**src/rtl/div_unit.sv**
```systemverilog
// 32-bit signed/unsigned divider, restoring algorithm, one quotient bit per clock.
// Latency: 32 clocks from accept to out_valid; 1 clock for divide-by-zero and signed overflow.
// Backpressure: result held in DONE until out_ready; in_ready only in IDLE, no bypass.
module div_unit (
    input  logic        clk,
    input  logic        rst,
    input  logic        in_valid,
    output logic        in_ready,
    input  logic [1:0]  div_op,
    input  logic [31:0] src1,
    input  logic [31:0] src2,
    output logic        out_valid,
    input  logic        out_ready,
    output logic [31:0] result
);
    localparam logic [1:0] IDLE = 2'd0;
    localparam logic [1:0] CALC = 2'd1;
    localparam logic [1:0] DONE = 2'd2;

    logic [1:0]  state;
    logic [5:0]  cnt;
    logic [1:0]  op_q;
    logic [31:0] q;
    logic [32:0] rem;
    logic [31:0] dvs;
    logic        q_neg;
    logic        r_neg;
    logic        fast;

    logic        is_signed_in;
    logic        a_neg;
    logic        b_neg;
    logic [31:0] a_mag;
    logic [31:0] b_mag;
    logic        div_zero;
    logic        ovf;
    logic [31:0] special;

    logic [32:0] rem_sh;
    logic [33:0] diff;
    logic        sub_ok;
    logic [32:0] rem_nx;
    logic [31:0] q_nx;
    logic [31:0] q_fin;
    logic [31:0] r_fin;

    assign in_ready  = (state == IDLE);
    assign out_valid = (state == DONE);

    always_comb begin
        is_signed_in = ~div_op[0];
        a_neg        = is_signed_in & src1[31];
        b_neg        = is_signed_in & src2[31];
        a_mag        = a_neg ? (32'd0 - src1) : src1;
        b_mag        = b_neg ? (32'd0 - src2) : src2;
        div_zero     = (src2 == 32'd0);
        ovf          = is_signed_in && (src1 == 32'h8000_0000) && (src2 == 32'hFFFF_FFFF);
        if (div_op[1])
            special = div_zero ? src1 : 32'd0;
        else
            special = div_zero ? 32'hFFFF_FFFF : 32'h8000_0000;
    end

    // Partial remainder can reach 2^33-1 after the shift, so subtract at 34 bits.
    always_comb begin
        rem_sh = {rem[31:0], q[31]};
        diff   = {1'b0, rem_sh} - {2'b00, dvs};
        sub_ok = ~diff[33];
        rem_nx = sub_ok ? diff[32:0] : rem_sh;
        q_nx   = {q[30:0], sub_ok};
        q_fin  = q_neg ? (32'd0 - q_nx) : q_nx;
        r_fin  = r_neg ? (32'd0 - rem_nx[31:0]) : rem_nx[31:0];
    end

    always_ff @(posedge clk) begin
        if (rst) begin
            state  <= IDLE;
            cnt    <= 6'd0;
            result <= 32'd0;
            op_q   <= 2'd0;
            q      <= 32'd0;
            rem    <= 33'd0;
            dvs    <= 32'd0;
            q_neg  <= 1'b0;
            r_neg  <= 1'b0;
            fast   <= 1'b0;
        end else begin
            case (state)
                IDLE: begin
                    if (in_valid) begin
                        op_q  <= div_op;
                        q     <= a_mag;
                        rem   <= 33'd0;
                        dvs   <= b_mag;
                        q_neg <= a_neg ^ b_neg;
                        r_neg <= a_neg;
                        cnt   <= 6'd0;
                        fast  <= div_zero | ovf;
                        if (div_zero | ovf)
                            result <= special;
                        state <= CALC;
                    end
                end
                CALC: begin
                    // Special cases already have their result; spend one cycle here only.
                    if (fast) begin
                        state <= DONE;
                    end else begin
                        q   <= q_nx;
                        rem <= rem_nx;
                        cnt <= cnt + 6'd1;
                        if (cnt == 6'd31) begin
                            state  <= DONE;
                            result <= op_q[1] ? r_fin : q_fin;
                        end
                    end
                end
                DONE: begin
                    if (out_ready)
                        state <= IDLE;
                end
                default: state <= IDLE;
            endcase
        end
    end
endmodule
```
**config.mk**
```make
export PLATFORM = sky130hd
export DESIGN_NAME = div_unit
export DESIGN_NICKNAME = d
export VERILOG_FILES = /design/src/rtl/div_unit.sv
export SDC_FILE = /design/constraint.sdc
export NUM_CORES = 1
export LEC_CHECK = 0
export ABC_CLOCK_PERIOD_IN_PS = 7450
export BUFFER_PORTS_ARGS = -buffer_cell sky130_fd_sc_hd__buf_4
export CAP_MARGIN = 30
export CORE_ASPECT_RATIO = 2
export CORE_MARGIN = 2
export CORE_UTILIZATION = 30
export CTS_BUF_LIST = sky130_fd_sc_hd__clkbuf_4 sky130_fd_sc_hd__clkbuf_8
export DETAILED_ROUTE_END_ITERATION = 8
export PLACE_DENSITY = 0.48
export SKIP_CTS_REPAIR_TIMING = 1
export SYNTH_ARGS = -nofsm -noshare
export SYNTH_HDL_FRONTEND = slang
export SYNTH_SLANG_ARGS = --single-unit
export TNS_END_PERCENT = 50
```
**constraint.sdc**
```tcl
create_clock -name clk -period 7.45 [get_ports clk]
set_input_delay 1.49 -clock clk [delete_from_list [all_inputs] [get_ports clk]]
set_output_delay 1.49 -clock clk [all_outputs]
set_load 0.02 [all_outputs]
```
==> qor.yml, run 1 <==
hp-class: "reg2reg"
cp_max_fo: 24
clockBufferDepth: 2
p_leak_nw: 5.08
num_vias: 12400
clock_skew_ns: 0.0182
synth_enable_flop_cells: 0
grt_pass1_wl_um: 70900
avgSynthCellArea_um2: 7.12
synth_compound_area_share_pct: 30.9
design_area_mm2: 0.0134
ys_types: 84
initial_core_util_pct: 30.2
fin_crit_sh_pct: 69.6
synth_top_family_by_area: "compound AO/OA/AOI/OAI gates"
async_flop_share_pct: 0
avgViaCountPerCell: 5.56
synth_area_mm2: 0.0119
holdWs_ns: 0.463
die_area_mm2: 0.0412
synth.mux.area_fraction_pct: 2.04
post-route-min-period_ns: 5.18
ys_seq_elements: 140
slowest_stage: "dfxtp_1"
wl_per_cell_um: 20.6
clk_latency_ns: 0.51
arrival_ns: 5.55
port_buffers: 103
area_delta_synth_final_pct: 13.3
n_antenna_cell: 0
critPathMaxStageDelay_ns: 0.50
grt_setup_unrepaired: "no"
tightest_slew_ns: 1.07
cp_cell_sequence: "ha_1 -> a21oi_1 -> o21ai_1 -> a22o_1 -> o31ai_2 -> buf_4 -> nand2_2 -> o21ai_0 -> ha_1 -> nand4_1 -> nor4b_1 -> a41o_1 -> o221ai_1 -> or4_1 -> a21o_1 -> a31oi_1 -> nor3_1"
htreeDepth: 4
wl_met3_um: 1790
yosysWarnings: 0
dp.final_hpwl_um: 35300
drc_errors: 0
synth_top_cell_area_share_pct: 23.7
syn-num-nets: 1774
track_usage_pct: 22.5
critPathLaunchType: "register"
cts_tree: "yes"
worstPathRequired_ns: 7.81
ys_top_cells_by_area: "dfxtp_1 (24%), nor2_1 (8.1%), a21oi_1 (6.3%), a211oi_1 (4.8%), o21ai_0 (4.8%)"
setup_viol: 0
ys_seq_area_share_pct: 23.7
gr-total-overflow: 0
layout.cells.most_common_list: "nor2_1 (255), a21oi_1 (148), dfxtp_1 (140), nand2_1 (127), buf_4 (124)"
clk_pin_slew_worst_paths_ns: 0.09
first_pass_iters: 5
critPathMostFrequentCell: "ha_1"
max-vdd-ir-drop_mv: 0.122
worstSetupPathType: "reg2reg"
wl_met2_um: 22200
gp_congestion: 0.879
num_rows: 103
numCtsBuffers: 17
drive_gt1_share_pct: 11.6
pwr_density_cell_mw_per_mm2: 191
fin_util_pct: 34.3
core-area_mm2: 0.0392
synthSimpleGateAreaFrac_pct: 25.0
ios: 104
syn_inst: 1665
clock_tree.root_cell: "clkbuf_8"
hold_viol: 0
end_kind: "register"
highest_layer: "met4"
synthXorXnorAreaFrac_pct: 8.57
postPlaceCellArea_mm2: 0.0130
clock_sinks: 140
status: "complete, no violations"
dieWidth_um: 145
drv_slew: 0
fmax_ghz: 0.193
die_y_um: 285
initialDrtViolationCount: 958
slew_headroom_pct: 28.3
synth_adder_area_share_pct: 4.18
synth_flop_cell: "dfxtp_1"
ant_nets: 0
tns_ns: 0
layout_commonest_cell: "nor2_1"
drv_cap: 0
grt_max_degree: 77
synth_area_leader_cell: "dfxtp_1"
routedLengthMet1_um: 20800
antenna_found_initial: 0
grt_pass1_vias: 11700
drt_wl_total_um: 46000
finalNetCount: 1803
==> report_power, final <==
group          internal [W]  total, W  switching [W]
sequential         0.000813  0.000888      0.0000747
combinational      0.000341  0.000968       0.000627
clock              0.000374  0.000711       0.000337
==> worst paths after layout <==
check | cells past startpoint | slack [ns] | startpoint | endpoint
max | 17 | 2.27 | rem[7] | result[28]
min | 2 | 0.46 | dvs[22] | dvs[22]
max reg2reg | 17 | 2.27 | rem[7] | result[28]
min reg2reg | 2 | 0.46 | dvs[22] | dvs[22]
==> synthesized netlist by cell type, types with 13 or more instances <==
library cell  instances
a22oi_1              26
a31oi_1              16
inv_1                50
ha_1                 38
xnor2_1              58
clkbuf_1             82
nor2_1              257
a21oi_1             149
o41ai_1              13
buf_2                22
mux2i_1              14
nand4_1              23
nand2_1             128
o21ai_0             113
nor3_1               42
o31ai_1              26
or4_1                15
xor2_1               58
a311oi_1             16
nand3_1              26
or3_1                30
a211oi_1             76
dfxtp_1             140
nor4_1               21
a21o_1               18
==> layout make-up <==
cell class,instances,area (um^2)
tap,525,657
timing repair buffer,124,931
sequential,140,2800
fill,4357,25700
clock buffer,23,304
multi-input combinational,1360,8410
inverter,51,191
clock inverter,9,135
==> worst max-delay path, delay by kind of cell, from the launching register on <==
kind            cells  cell delay (ns)
compound gates      9             2.09
simple gates        5             1.51
flops               1             0.50
buf+inv             1             0.24
fa+ha+maj           2             0.71
==> sequential cells by signal, summed over array words and instances, names as in the netlist <==
name and flops:
cnt 6, dvs 32, fast 1, op_q 1, q 32, q_neg 1, r_neg 1, rem 32
result 32, state 2
==> metal layers <==
layer / up-vias / track usage [%]
met5: - / 0
met4: 0 / 7.28
met3: 66 / 2.28
met2: 386 / 37.5
met1: 5791 / 30.2
li1: 6167 / -
==> cells by family (layout without fill, tap and decap cells) <==
group | count (synthesis) | count (layout)
muxes | 22 | 22
xor gates and xnor gates | 116 | 116
AOI/OAI and AO/OA | 556 | 556
buffers and inverters | 165 | 207
DFF | 140 | 140
adders and majority gates | 39 | 39
and+or+nand+nor | 627 | 627
==> metrics by stage <==
step	setup WS, ns	power, W	std cells
2_1_floorplan	2.68	0.00154	1665
3_3_place_gp	2.36	0.00187	2200
3_5_place_dp	2.34	0.00187	2200
4_1_cts	2.31	0.00258	2232
5_1_grt	1.89	0.00272	2232
6_report	2.27	0.00257	2232
Power figures use the tool's default switching activity.
==> run 2: changes to the inputs <==
--- a/config.mk
+++ b/config.mk
@@ -5,7 +5,7 @@
 export SDC_FILE = /design/constraint.sdc
 export NUM_CORES = 1
 export LEC_CHECK = 0
-export ABC_CLOCK_PERIOD_IN_PS = 7450
+export ABC_CLOCK_PERIOD_IN_PS = 4400
 export BUFFER_PORTS_ARGS = -buffer_cell sky130_fd_sc_hd__buf_4
 export CAP_MARGIN = 30
 export CORE_ASPECT_RATIO = 2
@@ -13,7 +13,7 @@
 export CORE_UTILIZATION = 30
 export CTS_BUF_LIST = sky130_fd_sc_hd__clkbuf_4 sky130_fd_sc_hd__clkbuf_8
 export DETAILED_ROUTE_END_ITERATION = 8
-export PLACE_DENSITY = 0.48
+export PLACE_DENSITY = 0.49
 export SKIP_CTS_REPAIR_TIMING = 1
 export SYNTH_ARGS = -nofsm -noshare
 export SYNTH_HDL_FRONTEND = slang
==> constraint.sdc (replaced) <==
create_clock -name clk -period 4.4 [get_ports clk]
set_input_delay 0.88 -clock clk [delete_from_list [all_inputs] [get_ports clk]]
set_output_delay 0.88 -clock clk [all_outputs]
set_load 0.02 [all_outputs]
==> qor.yml, run 2 (synthesis results as in run 1) <==
layout.cells.most_common_list: "nor2_1 (255), buf_4 (204), a21oi_1 (142), dfxtp_1 (138), nand2_1 (126)"
clock_skew_ns: 0.0208
avgViaCountPerCell: 5.51
internal_power_w: 0.00248
worstSetupPathType: "reg2reg"
status: "complete, no violations"
wl_per_cell_um: 20.3
drt_wl_total_um: 47000
drv_cap: 0
track_usage_pct: 22.7
ant_nets: 0
reg2reg_slack_ns: 0.26
hold_viol: 0
initialDrtViolationCount: 956
p_comb_share_pct: 41.9
stdcell_count: 2317
switchingPower_w: 0.00183
drive_gt1_share_pct: 17.4
slew_headroom_pct: 30.6
ios: 104
fmax_ghz: 0.242
setup_viol: 0
hp-class: "reg2reg"
antenna_found_initial: 1
core-area_mm2: 0.0392
hold_end: "dvs[31]"
r2r_end: "result[31]"
cp_cell_sequence: "inv_1 -> ha_1 -> inv_1 -> fa_1 -> a211oi_4 -> nor3_4 -> or2_1 -> o311a_1 -> nor3_2 -> and2_1 -> a31oi_1 -> buf_4 -> or3_1 -> o41ai_2 -> xor2_1 -> a311oi_1"
fin_crit_sh_pct: 94.0
drc_errors: 0
min-delay-start: "dvs[31]"
fillers: 4348
area_delta_synth_final_pct: 20.0
cp_max_fo: 7
numCtsBuffers: 17
critPathMaxStageDelay_ns: 0.46
end_kind: "register"
slowest_stage: "fa_1"
clock_tree.root_cell: "clkbuf_8"
r2r_start: "q[31]"
die_y_um: 285
holdWs_ns: 0.464
num_vias: 12800
dpl.cell_count: 2282
die_area_mm2: 0.0412
clockPowerShare_pct: 23.2
clockBufferDepth: 2
grt_max_degree: 77
grt_pass1_vias: 12000
tns_ns: 0
worstPathRequired_ns: 4.81
grt_pass1_wl_um: 72000
dieWidth_um: 145
rr_worst_depth: 16
tightest_slew_ns: 1.03
post-route-min-period_ns: 4.14
arrival_ns: 4.55
pwr_density_cell_mw_per_mm2: 303
clock_sinks: 140
cts_tree: "yes"
gr-total-overflow: 0
clk_pin_slew_worst_paths_ns: 0.09
max-vdd-ir-drop_mv: 0.185
holdPathStages: 2
drv_slew: 0
initial_core_util_pct: 30.2
dp.final_hpwl_um: 36600
postLayoutSetupSlackWorst_ns: 0.262
htreeDepth: 4
gp_congestion: 0.897
first_pass_iters: 5
seqPwrFrac_pct: 34.8
critPathLaunchType: "register"
p_leak_nw: 5.52
num_rows: 103
finalNetCount: 1888
port_buffers: 103
dp_slack_ns: 0.0671
clk_latency_ns: 0.50
layout_commonest_cell: "nor2_1"
switching_share_pct: 42.5
critPathMostFrequentCell: "inv_1"
n_antenna_cell: 0
-- run 2: cell count changes in the layout (fill, tap and decap cells not counted), sizes merged --
| cell | change |
|---|---|
| bufinv | -3 |
| inv | +3 |
| clkbuf | -4 |
| buf | +85 |
| clkinvlp | +2 |
| clkinv | +2 |
-- run 2: worst max-delay path, delay by kind of cell (launching register included) --
family,cells,cell delay [ns]
buf+inv,3,0.37
flops,1,0.34
xor+xnor,1,0.12
fa+ha+maj,2,0.67
compound gates,5,1.32
simple gates,5,1.24
-- run 2: power groups by stage --
stage | Sequential [W] | Combinational (W) | Clock [W]
CTS | 0.00150 | 0.00175 | 0.00103
detailed placement | 0.00153 | 0.00174 | 0
floorplan | 0.00151 | 0.00111 | 0
finish | 0.00150 | 0.00181 | 0.00100
global route | 0.00151 | 0.00198 | 0.00107
global placement | 0.00153 | 0.00174 | 0
-- run 2: cell type report --
cell class,instances,area (um^2),share of cell area (%)
clock buffer,19,255,1.79
clock inverter,13,92.6,0.651
inverter,51,191,1.35
multi-input combinational,1360,8580,60.4
sequential,140,2810,19.7
tap,525,657,4.62
timing repair buffer,209,1630,11.5
-- run 2: how the worst max path moves through the flow --
stage / cells after the start / startpoint / slack, ns / to
after CTS: 16 / rem[24] / 0.04 / result[28]
after floorplan: 21 / dvs[12] / -0.05 / result[28]
final: 16 / q[31] / 0.26 / result[31]
after global placement: 16 / rem[24] / 0.11 / result[18]
after global routing: 16 / q[31] / -0.03 / result[31]
after detailed placement: 16 / rem[24] / 0.07 / result[28]
-- run 2: stage by stage --
stage               cell area (um^2)  power, W  util (%)
finish                         14200   0.00430      36.3
CTS                            14000   0.00428      35.9
detailed placement             13700   0.00327      35.0
global route                   14200   0.00456      36.3
floorplan                      11900   0.00263         -
global placement               13700   0.00328      34.9
-- run 2: metal layers --
metal / share of wire [%] / GRT usage (%) / vias up
met3: 3.8 / 2.40 / 64
li1: - / - / 6334
met2: 49 / 38.5 / 383
met4: 2.9 / 6.92 / 0
met1: 44 / 30.1 / 5988
met5: 0 / 0 / -
